[src/rtl/signal_ram_loader.sv]
// Packs NUM_LANES channel samples into one RAM word and writes a full frame of 2^ADDR_W words.
// Optional build macro LOADER_OFFSET_BINARY_EN flips each sample MSB (offset-binary -> two's complement).

module signal_ram_loader_lane #(
  parameter int SAMPLE_W = 16
) (
  input  logic                clk,
  input  logic                rst_n,
  input  logic                we,
  input  logic [SAMPLE_W-1:0] d,
  output logic [SAMPLE_W-1:0] q
);
  logic [SAMPLE_W-1:0] lane_q;

  always_ff @(posedge clk or negedge rst_n) begin
    if (!rst_n)  lane_q <= '0;
    else if (we) lane_q <= d;
  end

  assign q = lane_q;
endmodule

module signal_ram_loader #(
  parameter int NUM_LANES = 8,
  parameter int SAMPLE_W  = 16,
  parameter int ADDR_W    = 11
) (
  input  logic                          clk,
  input  logic                          rst_n,
  input  logic                          start,
  input  logic                          abort,
  input  logic [SAMPLE_W-1:0]           sample_in,
  input  logic                          sample_valid,
  output logic                          sample_ready,
  output logic [ADDR_W-1:0]             ram_address,
  output logic [NUM_LANES*SAMPLE_W-1:0] ram_data,
  output logic                          ram_wren,
  output logic                          load_done,
  output logic                          busy
);
  localparam int LIDX_W = (NUM_LANES > 1) ? $clog2(NUM_LANES) : 1;
  localparam logic [LIDX_W-1:0] LAST_LANE = LIDX_W'(NUM_LANES - 1);
  localparam logic [ADDR_W-1:0] LAST_ADDR = {ADDR_W{1'b1}};

  typedef enum logic [1:0] {S_IDLE, S_PACK, S_WRITE, S_DONE} state_t;

  state_t                               state_q, state_d;
  logic [LIDX_W-1:0]                    lane_idx_q, lane_idx_d;
  logic [ADDR_W-1:0]                    addr_q, addr_d;
  logic                                 sample_ready_q, ram_wren_q, load_done_q, busy_q;
  logic [NUM_LANES-1:0]                 lane_we;
  logic [NUM_LANES-1:0][SAMPLE_W-1:0]   lane_q;
  logic [SAMPLE_W-1:0]                  sample_conv;

`ifdef LOADER_OFFSET_BINARY_EN
  assign sample_conv = sample_in ^ {1'b1, {(SAMPLE_W-1){1'b0}}};
`else
  assign sample_conv = sample_in;
`endif

  // Lane registers double as the RAM data word; they only change in PACK, so data is stable in WRITE.
  for (genvar g = 0; g < NUM_LANES; g++) begin : g_lane
    signal_ram_loader_lane #(.SAMPLE_W(SAMPLE_W)) u_lane (
      .clk  (clk),
      .rst_n(rst_n),
      .we   (lane_we[g]),
      .d    (sample_conv),
      .q    (lane_q[g])
    );
  end

  always_comb begin
    state_d    = state_q;
    lane_idx_d = lane_idx_q;
    addr_d     = addr_q;
    lane_we    = '0;
    if (abort) begin
      state_d    = S_IDLE;
      lane_idx_d = '0;
      addr_d     = '0;
    end else begin
      case (state_q)
        S_IDLE, S_DONE: begin
          if (start) begin
            state_d    = S_PACK;
            lane_idx_d = '0;
            addr_d     = '0;
          end
        end
        S_PACK: begin
          if (sample_valid) begin
            lane_we[lane_idx_q] = 1'b1;
            if (lane_idx_q == LAST_LANE) state_d = S_WRITE;
            else                         lane_idx_d = lane_idx_q + LIDX_W'(1);
          end
        end
        S_WRITE: begin
          if (addr_q == LAST_ADDR) begin
            state_d = S_DONE;
          end else begin
            state_d    = S_PACK;
            addr_d     = addr_q + ADDR_W'(1);
            lane_idx_d = '0;
          end
        end
        default: state_d = S_IDLE;
      endcase
    end
  end

  // Status outputs are registered from the next state so they line up with state_q.
  always_ff @(posedge clk or negedge rst_n) begin
    if (!rst_n) begin
      state_q        <= S_IDLE;
      lane_idx_q     <= '0;
      addr_q         <= '0;
      sample_ready_q <= 1'b0;
      ram_wren_q     <= 1'b0;
      load_done_q    <= 1'b0;
      busy_q         <= 1'b0;
    end else begin
      state_q        <= state_d;
      lane_idx_q     <= lane_idx_d;
      addr_q         <= addr_d;
      sample_ready_q <= (state_d == S_PACK);
      ram_wren_q     <= (state_d == S_WRITE);
      load_done_q    <= (state_d == S_DONE);
      busy_q         <= (state_d == S_PACK) || (state_d == S_WRITE);
    end
  end

  assign sample_ready = sample_ready_q;
  assign ram_wren     = ram_wren_q;
  assign load_done    = load_done_q;
  assign busy         = busy_q;
  assign ram_address  = addr_q;
  assign ram_data     = lane_q;
endmodule

[config.mk]
export PLATFORM = sky130hd
export DESIGN_NAME = signal_ram_loader
export DESIGN_NICKNAME = d
export VERILOG_FILES = /design/src/rtl/signal_ram_loader.sv
export SDC_FILE = /design/constraint.sdc
export NUM_CORES = 1
export LEC_CHECK = 0
export ABC_AREA = 1
export CAP_MARGIN = 0
export CORE_UTILIZATION = 40
export DETAILED_ROUTE_END_ITERATION = 10
export GPL_ROUTABILITY_DRIVEN = 0
export PLACE_DENSITY = 0.74
export SETUP_SLACK_MARGIN = 0.4
export SYNTH_ARGS = -nofsm -noshare
export SYNTH_HDL_FRONTEND = slang
export SYNTH_SLANG_ARGS = --single-unit
export TNS_END_PERCENT = 5
[constraint.sdc]
create_clock -name clk -period 5.5 [get_ports clk]
set_clock_uncertainty 0.15 [all_clocks]
set_input_delay 1.1 -clock clk [delete_from_list [all_inputs] [get_ports clk]]
set_output_delay 1.1 -clock clk [all_outputs]
set_load 0.01 [all_outputs]
==> results.cfg, run 1 <==
[logic_synthesis]
synthTopCellsByArea = dfrtp_1 62%, nand2_1 12%, o21ai_0 9.8%, inv_1 4.2%, nand3_1 1.8%
syn-cell-area_sq_mm = 0.00599
yosysWarnings = 0
synth-edff-count = 0
syn_inst = 637
synth_common_cells = 186 x nand2_1, 148 x dfrtp_1, 117 x o21ai_0
syn_nets = 666
synthArstFlopShare = 1.00
ys_ff_latch = 148
synth_area_per_cell_sq_um = 9.41
synthFlopType = dfrtp_1
synth_top_area_share = 0.618
yosysMostFrequentCell = nand2_1
synth_cell_types = 28
ys_seq_area_frac = 0.618
yosys.area.top_type = dfrtp_1

[clock_network]
clkSinkCount = 148
cts_resized = 0
cts_buffers = 17
path_clk_slew_ns = 0.06
postCtsHoldBufs = 0
root_buffer = clkbuf_16
cts_buffer_depth = 2
post-cts-setup-buffers = 0
cts_tree = yes
clk_latency_ns = 0.42
cts_max_level = 4

[floorplan]
dieArea_sq_mm = 0.0155
boundaryPins = 164
num_rows = 44
fp.coreArea_sq_mm = 0.0146
initial_core_util = 0.411
fp.dieH_microns = 124
fp.dieW_microns = 124

[critical_path]
path_common_cell = nand2_1
crit_arrival_ns = 3.25
cp_cell_sequence = clkdlybuf4s50_1, inv_2, nand2_1, nor2_4, nand2_1, o21ai_0
crit_path_start_kind = input port
cp_top_family = simple AND/OR/NAND/NOR gates
cp_slowest_cell = nand2_1
end_kind = flip-flop
cp_max_fo = 32
cp.required_ns = 5.66
critPathBufInv = 2
max_stage_delay_ns = 0.58
path_class = input port to flip-flop

[power_and_ir_drop]
power_density_mw_per_mm2 = 372
ir_drop_uv = 212
power_mw = 3.09
leakage_nw = 3.85

[global_route]
antenna_found_initial = 0
grt_pass1_wl_microns = 24300
overflow = 0
grt_max_degree = 111
track_usage = 0.202
grt_pass1_vias = 4505

[detailed_routing]
wl_met2_microns = 6420
drt-met1-wl_microns = 6850
highest_layer = met4
antenna_left = 0
dr.pass1.iters = 5
drc_errors = 0
num_vias = 4802
wl_microns = 14800
wl_met3_microns = 1210
routed_via_density = 4.84
drtIter0Drc = 370
avgRoutedWirePerCell_microns = 14.9

[finish]
area_growth_pct = 38.5
drive_gt1_frac = 0.0705
layout.nets = 825
diodes = 0

[run]
drv_cap = 0

[outcome]
outcome = completed

[sta]
max_freq_mhz = 324
setup_viol = 0
timing_hold_violations_final = 0
post-route-min-period_ns = 3.09
fin_crit_sh = 0.562
setup_tns_ns = 0
slew_headroom = 0.335
worst_pin_slew_ns = 0.998
rsz0062_at_grt = false
maxSlewViolCount = 0

[place]
dpl.hpwl_microns = 10400
portBuffers = 163

[hold_path]
hold_class = flip-flop to flip-flop
==> final timing paths <==
kind	start	endpoint	slack, ns	cells past startpoint
setup / recovery	abort	g_lane[0].u_lane.q[12]	2.41	6
hold / removal	g_lane[2].u_lane.q[8]	g_lane[2].u_lane.q[8]	0.33	2
setup reg to reg	state_q[1]	g_lane[0].u_lane.q[12]	3.17	6
max in group asynchronous	rst_n	ram_address[3]	3.44	2
min in group asynchronous	rst_n	g_lane[0].u_lane.q[7]	0.64	1
hold reg to reg	g_lane[2].u_lane.q[8]	g_lane[2].u_lane.q[8]	0.33	2
==> worst reg2reg max path, delay by kind of cell, from the launching register on <==
kind	cells	cell delay (ns)
flip-flops	1	0.37
AND/OR/NAND/NOR	3	0.90
buffers and inverters	1	0.09
AO/OA/AOI/OAI	1	0.44
adder cells (fa/ha/maj)	1	0.27
==> final cells by class <==
type / count / area (sq um)
Tap cell: 184 / 230
Clock inverter: 12 / 119
Clock buffer: 19 / 453
Fill cell: 1268 / 6290
Multi-Input combinational cell: 393 / 1880
Inverter: 70 / 263
Sequential cell: 148 / 3700
Timing Repair Buffer: 166 / 1660
==> per-layer routing <==
metal	vias up	global-route usage
met4	0	0.0794
li1	2359	-
met2	164	0.286
met5	-	0
met3	22	0.0735
met1	2257	0.281
==> kinds of logic (layout without fill, tap and decap cells) <==
group,count (synthesis),after routing,synth area share
AO/OA/AOI/OAI,142,142,0.126
adder cells (fa/ha/maj),8,8,0.0167
buffers and inverters,96,267,0.0687
flip-flops,148,148,0.618
AND/OR/NAND/NOR,243,243,0.171
==> cell usage in the layout, fill, tap and decap left out, types with 3 or more instances in the layout <==
| cell | n |
|---|---|
| o21ai_1 | 6 |
| nand2_1 | 186 |
| inv_1 | 67 |
| inv_6 | 5 |
| o21ai_2 | 10 |
| clkinvlp_4 | 3 |
| clkdlybuf4s50_1 | 162 |
| clkbuf_16 | 17 |
| buf_4 | 3 |
| ha_1 | 8 |
| dfrtp_1 | 148 |
| nand3_1 | 21 |
| o21ai_0 | 117 |
| nor2_1 | 22 |
| inv_2 | 3 |
| a21oi_1 | 5 |
| nor3_1 | 4 |
==> where the power goes <==
part	switching, mW	total (mW)	internal (mW)
Combinational	0.328	0.650	0.322
Clock	0.466	1.12	0.651
Sequential	0.0921	1.33	1.23
Total	0.886	3.09	2.21
==> state kept, by name, indices dropped and copies added (netlist names) <==
name	flops
g_lane.u_lane.q	128
ram_address	11
lane_idx_q	3
state_q	2
busy	1
load_done	1
ram_wren	1
sample_ready	1
==> metrics by stage <==
stage	setup WS [ns]	hold slack [ns]	cell area [sq um]	std cells	util
after floorplan	3.35	0.368	5990	637	-
after global placement	2.10	0.315	7730	961	0.530
after detailed placement	1.99	0.323	7730	961	0.530
after CTS	2.43	0.338	8300	992	0.569
after global routing	2.18	0.355	8300	992	0.569
final	2.41	0.331	8300	992	0.569
Power figures use the tool's default switching activity.
==> run 2: changes to the inputs <==
Settings changed: PLACE_DENSITY 0.74 to 0.77.
Clock period 5.5 ns to 2.8 ns, I/O delays scaled along.
==> results.cfg, run 2 (same netlist as run 1, synthesis figures left out) <==
[clock_network]
clk_latency_ns = 0.42
cts_buffer_depth = 2
path_clk_slew_ns = 0.06
cts_max_level = 4
cts_tree = yes
cts_resized = 0
clkSinkCount = 148
cts_buffers = 17
post-cts-setup-buffers = 0
root_buffer = clkbuf_16
postCtsHoldBufs = 1

[sta]
worst_pin_slew_ns = 0.525
maxSlewViolCount = 0
slew_headroom = 0.648
fin_crit_sh = 0.787
setup_viol = 0
max_freq_mhz = 454
rsz0062_at_grt = false
post-route-min-period_ns = 2.20
setup_tns_ns = 0
timing_hold_violations_final = 0

[finish]
largest_reg_flops = 128
fin_util = 0.577
fillers = 1222
seqCellArea_sq_mm = 0.00370
diodes = 0
area_growth_pct = 40.5
layout.nets = 836
multi_input_area_sq_mm = 0.00188
most-common-layout-cells = 186 x nand2_1, 162 x clkdlybuf4s50_1, 148 x dfrtp_1
layout_commonest_cell = nand2_1
drive_gt1_frac = 0.0784

[power_and_ir_drop]
seqPwrFrac = 0.417
power_density_mw_per_mm2 = 737
pwr-share-clk = 0.371
leakage_nw = 3.92
internal-power_mw = 4.52
pwr-share-comb = 0.212
p_sw_frac = 0.272
ir_drop_uv = 402
p_switching_mw = 1.69

[critical_path]
cp.required_ns = 2.95
cp-startpoint = ram_address[0]
cp_cell_sequence = ha_1, nand3_1, nor2_2, nand3_1, nand2_1, nand2_2, nand2_1, nand2_1
crit_arrival_ns = 2.35
cp_max_fo = 12
end_kind = flip-flop
max_stage_delay_ns = 0.44
crit_path_start_kind = flip-flop
cp_slowest_cell = dfrtp_1
r2r_start = ram_address[0]
path_common_cell = nand2_1
path_class = flip-flop to flip-flop

[detailed_routing]
drtIter0Drc = 252
dr.pass1.iters = 5
routed_via_density = 4.83
antenna_left = 0
avgRoutedWirePerCell_microns = 15.2
num_vias = 4834
wl_microns = 15200
drc_errors = 0

[place]
dpl.hpwl_microns = 10700
portBuffers = 163

[floorplan]
fp.dieH_microns = 124
fp.dieW_microns = 124
num_rows = 44
boundaryPins = 164
dieArea_sq_mm = 0.0155
fp.coreArea_sq_mm = 0.0146
initial_core_util = 0.411

[global_route]
track_usage = 0.207
grt_pass1_wl_microns = 24700
antenna_found_initial = 0
grt_max_degree = 45
grt_pass1_vias = 4668
overflow = 0

[hold_path]
hp-start = g_lane[2].u_lane.q[14]
hold_class = flip-flop to flip-flop

[run]
drv_cap = 0

[outcome]
outcome = completed
-- run 2: changes by cell type in the layout (fill, tap and decap cells not counted) --
| cell | change |
|---|---|
| buf_12 | +1 |
| inv_6 | -4 |
| clkinvlp_4 | -1 |
| clkbuf_8 | +1 |
| clkinv_4 | -1 |
| dlygate4sd3_1 | +1 |
| buf_4 | +9 |
| bufinv_16 | +2 |
-- run 2: power by group through the flow --
| stage | sequential (mW) | combinational, mW | clock (mW) |
|---|---|---|---|
| 3_3_place_gp | 2.61 | 1.29 | 0 |
| 3_5_place_dp | 2.62 | 1.32 | 0 |
| 2_1_floorplan | 2.73 | 0.440 | 0 |
| 4_1_cts | 2.59 | 1.33 | 2.35 |
| 5_1_grt | 2.63 | 1.46 | 2.46 |
| 6_report | 2.59 | 1.31 | 2.31 |
-- run 2: per-layer routing --
| metal | vias up | GRT usage | part of all wire |
|---|---|---|---|
| met5 | - | 0 | 0 |
| met4 | 0 | 0.0822 | 0.023 |
| met3 | 18 | 0.0765 | 0.067 |
| met2 | 137 | 0.301 | 0.44 |
| met1 | 2312 | 0.279 | 0.47 |
| li1 | 2367 | - | - |
-- run 2: worst max-delay path: cells and delay by family, from the launching register on --
kind,cells,cell delay [ns]
simple gates,7,1.26
flops,1,0.44
fa+ha+maj,1,0.23
-- run 2: worst paths after layout --
check	endpoint	slack [ns]	cells after the start
max	ram_address[9]	0.60	8
min	g_lane[2].u_lane.q[14]	0.33	2
max reg2reg	ram_address[9]	0.60	8
min reg2reg	g_lane[2].u_lane.q[14]	0.33	2
max in group asynchronous	g_lane[6].u_lane.q[13]	1.35	3
min in group asynchronous	g_lane[5].u_lane.q[0]	0.47	2
-- run 2: final cells by class --
cell class,count,share of cell area
Multi-Input combinational cell,393,0.223
Clock buffer,20,0.0554
Timing Repair Buffer,177,0.208
Inverter,70,0.0312
Clock inverter,8,0.0152
Tap cell,184,0.0273
Sequential cell,148,0.440
-- run 2: per-stage QoR --
step                hold slack, ns  power, mW  cell area (sq um)  instances  setup slack [ns]
CTS                          0.336       6.28               8420       1000             0.609
finish                       0.329       6.21               8420       1000             0.597
detailed placement           0.322       3.95               7820        971             0.413
floorplan                    0.114       3.17               5990        637             0.901
global placement             0.315       3.90               7820        971             0.441
global route                 0.351       6.54               8420       1000             0.448
